`src/rtl/tea_decrypt_iter.sv`:
```
// Iterative TEA decryption engine.
// Accepts one ciphertext block and key through a valid/ready handshake, runs
// one decryption round per clock using the latched key, then holds the
// recovered plaintext with out_valid until the downstream accepts it.
module tea_decrypt_iter #(
   parameter int          ROUNDS = 32,
   parameter logic [31:0] DELTA  = 32'h9E3779B9
) (
   input  logic        clk,
   input  logic        rst,
   input  logic        in_valid,
   output logic        in_ready,
   input  logic [31:0] v0_in,
   input  logic [31:0] v1_in,
   input  logic [31:0] k0,
   input  logic [31:0] k1,
   input  logic [31:0] k2,
   input  logic [31:0] k3,
   output logic        out_valid,
   input  logic        out_ready,
   output logic [31:0] v0_out,
   output logic [31:0] v1_out
);

   localparam int CNT_W = $clog2(ROUNDS + 1);

   // Decryption walks the key schedule backwards, so sum starts at the value
   // the encryptor reached after its final round.
   localparam logic [31:0]      SUM_INIT   = DELTA * 32'(ROUNDS);
   localparam logic [CNT_W-1:0] LAST_ROUND = CNT_W'(ROUNDS - 1);

   typedef enum logic [1:0] {
      S_IDLE = 2'd0,
      S_RUN  = 2'd1,
      S_DONE = 2'd2
   } state_t;

   state_t           state_q,     state_d;
   logic [CNT_W-1:0] cnt_q,       cnt_d;
   logic [31:0]      sum_q,       sum_d;
   logic [31:0]      v0_q,        v0_d;
   logic [31:0]      v1_q,        v1_d;
   logic [31:0]      k0_q,        k0_d;
   logic [31:0]      k1_q,        k1_d;
   logic [31:0]      k2_q,        k2_d;
   logic [31:0]      k3_q,        k3_d;
   logic [31:0]      v0_out_q,    v0_out_d;
   logic [31:0]      v1_out_q,    v1_out_d;
   logic             out_valid_q, out_valid_d;

   logic [31:0] v1_round;
   logic [31:0] v0_round;

   // TEA mixing term shared by both half-rounds.
   function automatic logic [31:0] tea_mix(
      input logic [31:0] v,
      input logic [31:0] s,
      input logic [31:0] ka,
      input logic [31:0] kb
   );
      return ((v << 4) + ka) ^ (v + s) ^ ((v >> 5) + kb);
   endfunction

   // One decryption round: v1 is undone first, and its fresh value feeds v0.
   always_comb begin
      v1_round = v1_q - tea_mix(v0_q, sum_q, k2_q, k3_q);
      v0_round = v0_q - tea_mix(v1_round, sum_q, k0_q, k1_q);
   end

   // Next-state logic: handshake, round sequencing and result capture.
   always_comb begin
      state_d     = state_q;
      cnt_d       = cnt_q;
      sum_d       = sum_q;
      v0_d        = v0_q;
      v1_d        = v1_q;
      k0_d        = k0_q;
      k1_d        = k1_q;
      k2_d        = k2_q;
      k3_d        = k3_q;
      v0_out_d    = v0_out_q;
      v1_out_d    = v1_out_q;
      out_valid_d = out_valid_q;

      unique case (state_q)
         S_IDLE: begin
            if (in_valid) begin
               v0_d    = v0_in;
               v1_d    = v1_in;
               k0_d    = k0;
               k1_d    = k1;
               k2_d    = k2;
               k3_d    = k3;
               sum_d   = SUM_INIT;
               cnt_d   = '0;
               state_d = S_RUN;
            end
         end
         S_RUN: begin
            v0_d  = v0_round;
            v1_d  = v1_round;
            sum_d = sum_q - DELTA;
            cnt_d = cnt_q + 1'b1;
            // The result registers are loaded straight from the final round so
            // they only ever change when a new plaintext is ready.
            if (cnt_q == LAST_ROUND) begin
               v0_out_d    = v0_round;
               v1_out_d    = v1_round;
               out_valid_d = 1'b1;
               state_d     = S_DONE;
            end
         end
         S_DONE: begin
            if (out_ready) begin
               out_valid_d = 1'b0;
               state_d     = S_IDLE;
            end
         end
         default: begin
            out_valid_d = 1'b0;
            state_d     = S_IDLE;
         end
      endcase
   end

   // State register; reset discards any block in flight.
   always_ff @(posedge clk) begin
      if (rst) begin
         state_q     <= S_IDLE;
         cnt_q       <= '0;
         sum_q       <= '0;
         v0_q        <= '0;
         v1_q        <= '0;
         k0_q        <= '0;
         k1_q        <= '0;
         k2_q        <= '0;
         k3_q        <= '0;
         v0_out_q    <= '0;
         v1_out_q    <= '0;
         out_valid_q <= 1'b0;
      end else begin
         state_q     <= state_d;
         cnt_q       <= cnt_d;
         sum_q       <= sum_d;
         v0_q        <= v0_d;
         v1_q        <= v1_d;
         k0_q        <= k0_d;
         k1_q        <= k1_d;
         k2_q        <= k2_d;
         k3_q        <= k3_d;
         v0_out_q    <= v0_out_d;
         v1_out_q    <= v1_out_d;
         out_valid_q <= out_valid_d;
      end
   end

   assign in_ready  = (state_q == S_IDLE);
   assign out_valid = out_valid_q;
   assign v0_out    = v0_out_q;
   assign v1_out    = v1_out_q;

endmodule
```
`config.mk`:
```
export PLATFORM = sky130hd
export DESIGN_NAME = tea_decrypt_iter
export DESIGN_NICKNAME = d
export VERILOG_FILES = /design/src/rtl/tea_decrypt_iter.sv
export SDC_FILE = /design/constraint.sdc
export NUM_CORES = 1
export LEC_CHECK = 0
export CAP_MARGIN = 40
export CORE_MARGIN = 2
export CORE_UTILIZATION = 30
export CTS_CLUSTER_SIZE = 10
export DETAILED_ROUTE_END_ITERATION = 10
export GPL_TIMING_DRIVEN = 0
export HOLD_SLACK_MARGIN = 0.08
export PLACE_DENSITY = 0.44
export SYNTH_ARGS = -nofsm -noshare
export SYNTH_HDL_FRONTEND = slang
export SYNTH_SLANG_ARGS = --single-unit
```
`constraint.sdc`:
```
create_clock -name clk -period 11.7 [get_ports clk]
set_input_delay 2.34 -clock clk [delete_from_list [all_inputs] [get_ports clk]]
set_output_delay 2.34 -clock clk [all_outputs]
set_load 0.1 [all_outputs]
```
==> results of run 1 <==
worst register-to-register path: cells and delay by family (launching register included):
family                   cells  cell delay [ps]
AO/OA/AOI/OAI               19             5210
AND/OR/NAND/NOR             10             1910
XOR/XNOR                     6             1630
adder cells (fa/ha/maj)      4             1270
flip-flops                   1              570
buffers and inverters        1              270
sequential cells by signal, summed over array words and instances (netlist names):
register and cells:
k0_q 32, k1_q 32, k2_q 32, k3_q 32, sum_q 32, v0_out 32, v0_q 32, v1_out 32
v1_q 32, cnt_q 6, state_q 2, out_valid 1
cells in the final DEF, fill, tap and decap left out, types with 9 or more instances in the layout:
cell type	n
clkbuf_16	42
nand4_1	18
xnor2_1	285
nand2b_1	39
buf_8	78
o21a_1	27
a31oi_1	21
inv_1	79
and3_1	17
a21oi_1	429
a21o_1	118
clkdlybuf4s50_1	261
dfxtp_1	297
or3_1	14
a211oi_1	33
nor2b_1	25
nand3_1	41
nor2_1	146
buf_4	15
buf_6	14
ha_1	243
o21bai_1	30
a221oi_1	12
nand2_1	514
o211ai_1	10
a31o_2	10
clkbuf_1	112
a22oi_1	58
o21ai_0	109
o31ai_1	10
a21boi_0	9
xor2_1	63
nor3_1	48
final timing paths:
path	startpoint	end	slack (ps)	cells after the start
max	v0_q[1]	v0_q[31]	760	40
min	v1_out[1]	v1_out[1]	450	2
max reg2reg	v0_q[1]	v0_q[31]	760	40
min reg2reg	v1_out[1]	v1_out[1]	450	2
cells by family after synthesis:
kind of cell,after synthesis,synth area share
fa+ha+maj,251,0.139
mux,8,0.00359
xor+xnor,353,0.138
buf+inv,190,0.0310
flops,297,0.258
compound gates,950,0.258
simple gates,905,0.172
cell type report:
type / count / area [um^2]
fill: 7820 / 46400
buffer: 111 / 417
tap: 1030 / 1290
multi-input combinational: 2467 / 16300
clock buffer: 56 / 1150
sequential: 297 / 5950
timing repair buffer: 368 / 4050
clock inverter: 10 / 93.8
antenna: 1 / 2.50
inverter: 79 / 297
metrics by stage:
stage	hold WS, ps	setup WS, ps	std cells	instance area [um^2]
final	451	757	4419	29600
after global routing	475	26.1	4418	29600
after CTS	458	789	4418	29600
after detailed placement	446	846	4352	28300
after global placement	447	261	4245	26900
after floorplan	440	3330	2954	23000
layer usage:
metal,wire [um],vias up,global-route usage
met5,13,-,0
met4,2720,2,0.0708
met3,4790,105,0.0289
met1,46200,10964,0.338
li1,-,11326,-
met2,46500,629,0.416
==> impl_metrics.tcl, run 1 <==
set metrics [dict create \
    post-route-util 0.390 \
    synth-seq-area-share 0.258 \
    fmax_ghz 0.0914 \
    cts_root_buffer "clkbuf_16" \
    postCtsSetupBuffers 0 \
    rsz0062_at_grt "no" \
    core.rowCount 101 \
    hold_class "flop to flop" \
    yosys_most_used_dff "dfxtp_1" \
    syn_area_um2 23000 \
    clkTransAtPathRegs_ps 50 \
    synthDistinctLibCells 77 \
    cp_top_family "compound AO/OA/AOI/OAI gates" \
    cts_made_buffers 40 \
    die_w_um 281 \
    grt_util_all_layers 0.250 \
    synth_top_cells_by_count "514 x nand2_1, 429 x a21oi_1, 297 x dfxtp_1" \
    grt_pass1_wl_um 145000 \
    synth_area_leaders "dfxtp_1 26%, ha_1 13%, xnor2_1 11%" \
    slew_headroom 0.352 \
    start_util 0.303 \
    synthCells 2954 \
    avgViaCountPerCell 5.21 \
    syn2layout_area_growth_pct 28.7 \
    grt_overflow_total 0 \
    synth_edf_count 0 \
    worst_pin_slew_ps 960 \
    critPathKind "flop to flop" \
    drive_gt1_frac 0.0599 \
    ys_warn_count 0 \
    ios 262 \
    post_drt_wl_per_cell_um 22.7 \
    crit_fanout 7 \
    dieArea_um2 78900 \
    drtPass1Iterations 5 \
    end_kind "flop" \
    portBuffers 261 \
    ctsResizeCount 0 \
    layout.nets 3811 \
    cts-htree-levels 2 \
    grt_pass1_vias 22200 \
    tns_ps 0 \
    slowest_delay_ps 570 \
    synth-seq-cells 297 \
    coreArea_um2 75900 \
    cts.sinks 297 \
    via_count 23026 \
    post-route-period-util 0.935 \
    avgSynthCellArea_um2 7.79 \
    clock_skew_ps 25.7 \
    worst_path_max_delay_cell "dfxtp_1" \
    fin_crit_ps 10940 \
    ant_nets 0 \
    worst-endpoint-arrival_ps 11440 \
    die_h_um 281 \
    grt_max_degree 11 \
    postCtsHoldBufs 0 \
    drt-initial-drc-count 1550 \
    cts_tree "built" \
    dp_hpwl_um 84400 \
    setup-violations-final 0 \
    syn_nets 3401 \
    place.gp.congestion 0.917 \
    netlist.area_leader.share 0.258 \
    cap_viol_max_count 0 \
    drt_wl_total_um 100000 \
    drv_slew 0 \
    required_ps 12200 \
    critPathLaunchType "flop" \
    run_status "completed" \
    hold_viol 0 \
    yosys.area.top_type "dfxtp_1" \
    grt_antenna_before_repair 1 \
    clk_latency_ps 580 \
    drcViolationCount 0 \
    synth_async_sr_flop_share 0 \
    critical_path_buf_inv_count 1 \
    clk_path_buf_depth 3 \
    yosysMostFrequentCell "nand2_1" \
]
Power of run 1 is not shown: default switching activity piles up to over one toggle a cycle in this logic, so the estimate is an artifact.
==> run 2, diff against run 1 <==
--- a/config.mk
+++ b/config.mk
@@ -13,6 +13,7 @@
 export GPL_TIMING_DRIVEN = 0
 export HOLD_SLACK_MARGIN = 0.08
 export PLACE_DENSITY = 0.44
+export SLEW_MARGIN = 40
 export SYNTH_ARGS = -nofsm -noshare
 export SYNTH_HDL_FRONTEND = slang
 export SYNTH_SLANG_ARGS = --single-unit
==> run 2 against run 1 <==
Net effect: setup slack worse by 120 ps; clock skew is 1.3 ps higher; final cell count is 2.4% lower; core utilization is 2.1 points lower; register-to-register slack worse by 120 ps; global-route usage is 0.076 points lower; count of clock-buffer cells in the layout is 1 lower.
==> impl_metrics.tcl, run 2 (synthesized netlist as in run 1, its figures left out) <==
set metrics [dict create \
    run_status "completed" \
    cts.sinks 297 \
    clkTransAtPathRegs_ps 60 \
    critPathKind "flop to flop" \
    nFillCells 7981 \
    postCtsHoldBufs 0 \
    grt_antenna_before_repair 2 \
    tns_ps 0 \
    r2r_slack_ps 640 \
    r2r_end "v0_q[31]" \
    drt-initial-drc-count 1586 \
    via_count 22586 \
    dieArea_um2 78900 \
    worst_path_max_delay_cell "a31oi_1" \
    cts_root_buffer "clkbuf_16" \
    setup-violations-final 0 \
    required_ps 12200 \
    holdPathStages 2 \
    holdPathEnd "v1_out[1]" \
    ant_nets 0 \
    clock_skew_ps 27.1 \
    cts_made_buffers 39 \
    grt_overflow_total 0 \
    slew_headroom 0.398 \
    timing.hold.ws_ps 448 \
    grt_pass1_vias 21609 \
    drive_gt1_frac 0.0656 \
    drv_slew 0 \
    post-route-period-util 0.945 \
    hold_class "flop to flop" \
    post_drt_wl_per_cell_um 23.3 \
    critPathLaunchType "flop" \
    r2r-start "v0_q[1]" \
    fmax_ghz 0.0904 \
    final_area_um2 28000 \
    core.rowCount 101 \
    start_util 0.303 \
    clk_latency_ps 580 \
    layout.nets 3704 \
    ctsResizeCount 0 \
    die_h_um 281 \
    die_w_um 281 \
    postCtsSetupBuffers 0 \
    grt_pass1_wl_um 144000 \
    end_kind "flop" \
    avgViaCountPerCell 5.24 \
    syn2layout_area_growth_pct 21.8 \
    grt_util_all_layers 0.249 \
    worst_pin_slew_ps 891 \
    slowest_delay_ps 650 \
    drcViolationCount 0 \
    drtPass1Iterations 5 \
    cts_tree "built" \
    layout_commonest_cell "nand2_1" \
    reg2regPathDepth 41 \
    worst-endpoint-arrival_ps 11560 \
    clk_path_buf_depth 3 \
    rsz0062_at_grt "no" \
    hold_viol 0 \
    drt_wl_total_um 100000 \
    cts-htree-levels 2 \
    grt_max_degree 11 \
    place_area_um2 26700 \
    crit_fanout 7 \
    dp_hpwl_um 82900 \
    coreArea_um2 75900 \
    cap_viol_max_count 0 \
    place.gp.congestion 0.917 \
    ios 262 \
    min_from "v1_out[1]" \
    final_cell_mix "514 x nand2_1, 429 x a21oi_1, 297 x dfxtp_1" \
    portBuffers 261 \
    fin_crit_ps 11060 \
]
## run 2: per-stage QoR
stage	util	std cells	worst slack, ps
after floorplan	-	2954	3330
after global placement	0.354	4245	261
after detailed placement	0.352	4245	725
after CTS	0.368	4308	643
after global routing	0.369	4309	88.5
final	0.369	4312	640
## run 2: critical path: cells and delay by family (launching register included)
kind	cells	cell delay [ps]
adders and majority gates	4	1340
xor gates and xnor gates	6	1710
and+or+nand+nor	11	2100
AOI/OAI and AO/OA	18	4800
buffers and inverters	2	450
DFF	1	550
## run 2: worst max path at each step
stage	startpoint	endpoint	slack, ps	cells after the start
2_1_floorplan	sum_q[0]	v0_q[31]	3330	41
3_3_place_gp	sum_q[1]	v0_q[31]	260	39
3_5_place_dp	sum_q[1]	v0_q[31]	720	39
4_1_cts	v0_q[1]	v0_q[31]	640	39
5_1_grt	v0_q[1]	v0_q[31]	90	39
6_report	v0_q[1]	v0_q[31]	640	41
## run 2: per-layer routing
metal  track usage  up-vias  wire length, um
met5             0        -                0
met1         0.336    10770            46200
met2         0.418      605            46600
li1              -    11103                -
met3        0.0259      108             4790
met4        0.0702        0             2740
## run 2: layout make-up
cell class                 count  area [um^2]  area share
multi-input combinational   2467        16500       0.589
sequential                   297         5950       0.212
timing repair buffer         262         2290      0.0819
tap                         1030         1290      0.0460
clock buffer                  55         1150      0.0410
buffer                       111          459      0.0164
inverter                      79          297      0.0106
clock inverter                 8         80.1     0.00286
antenna                        3         7.51    0.000268
Power of run 2 is left out for the same reason.
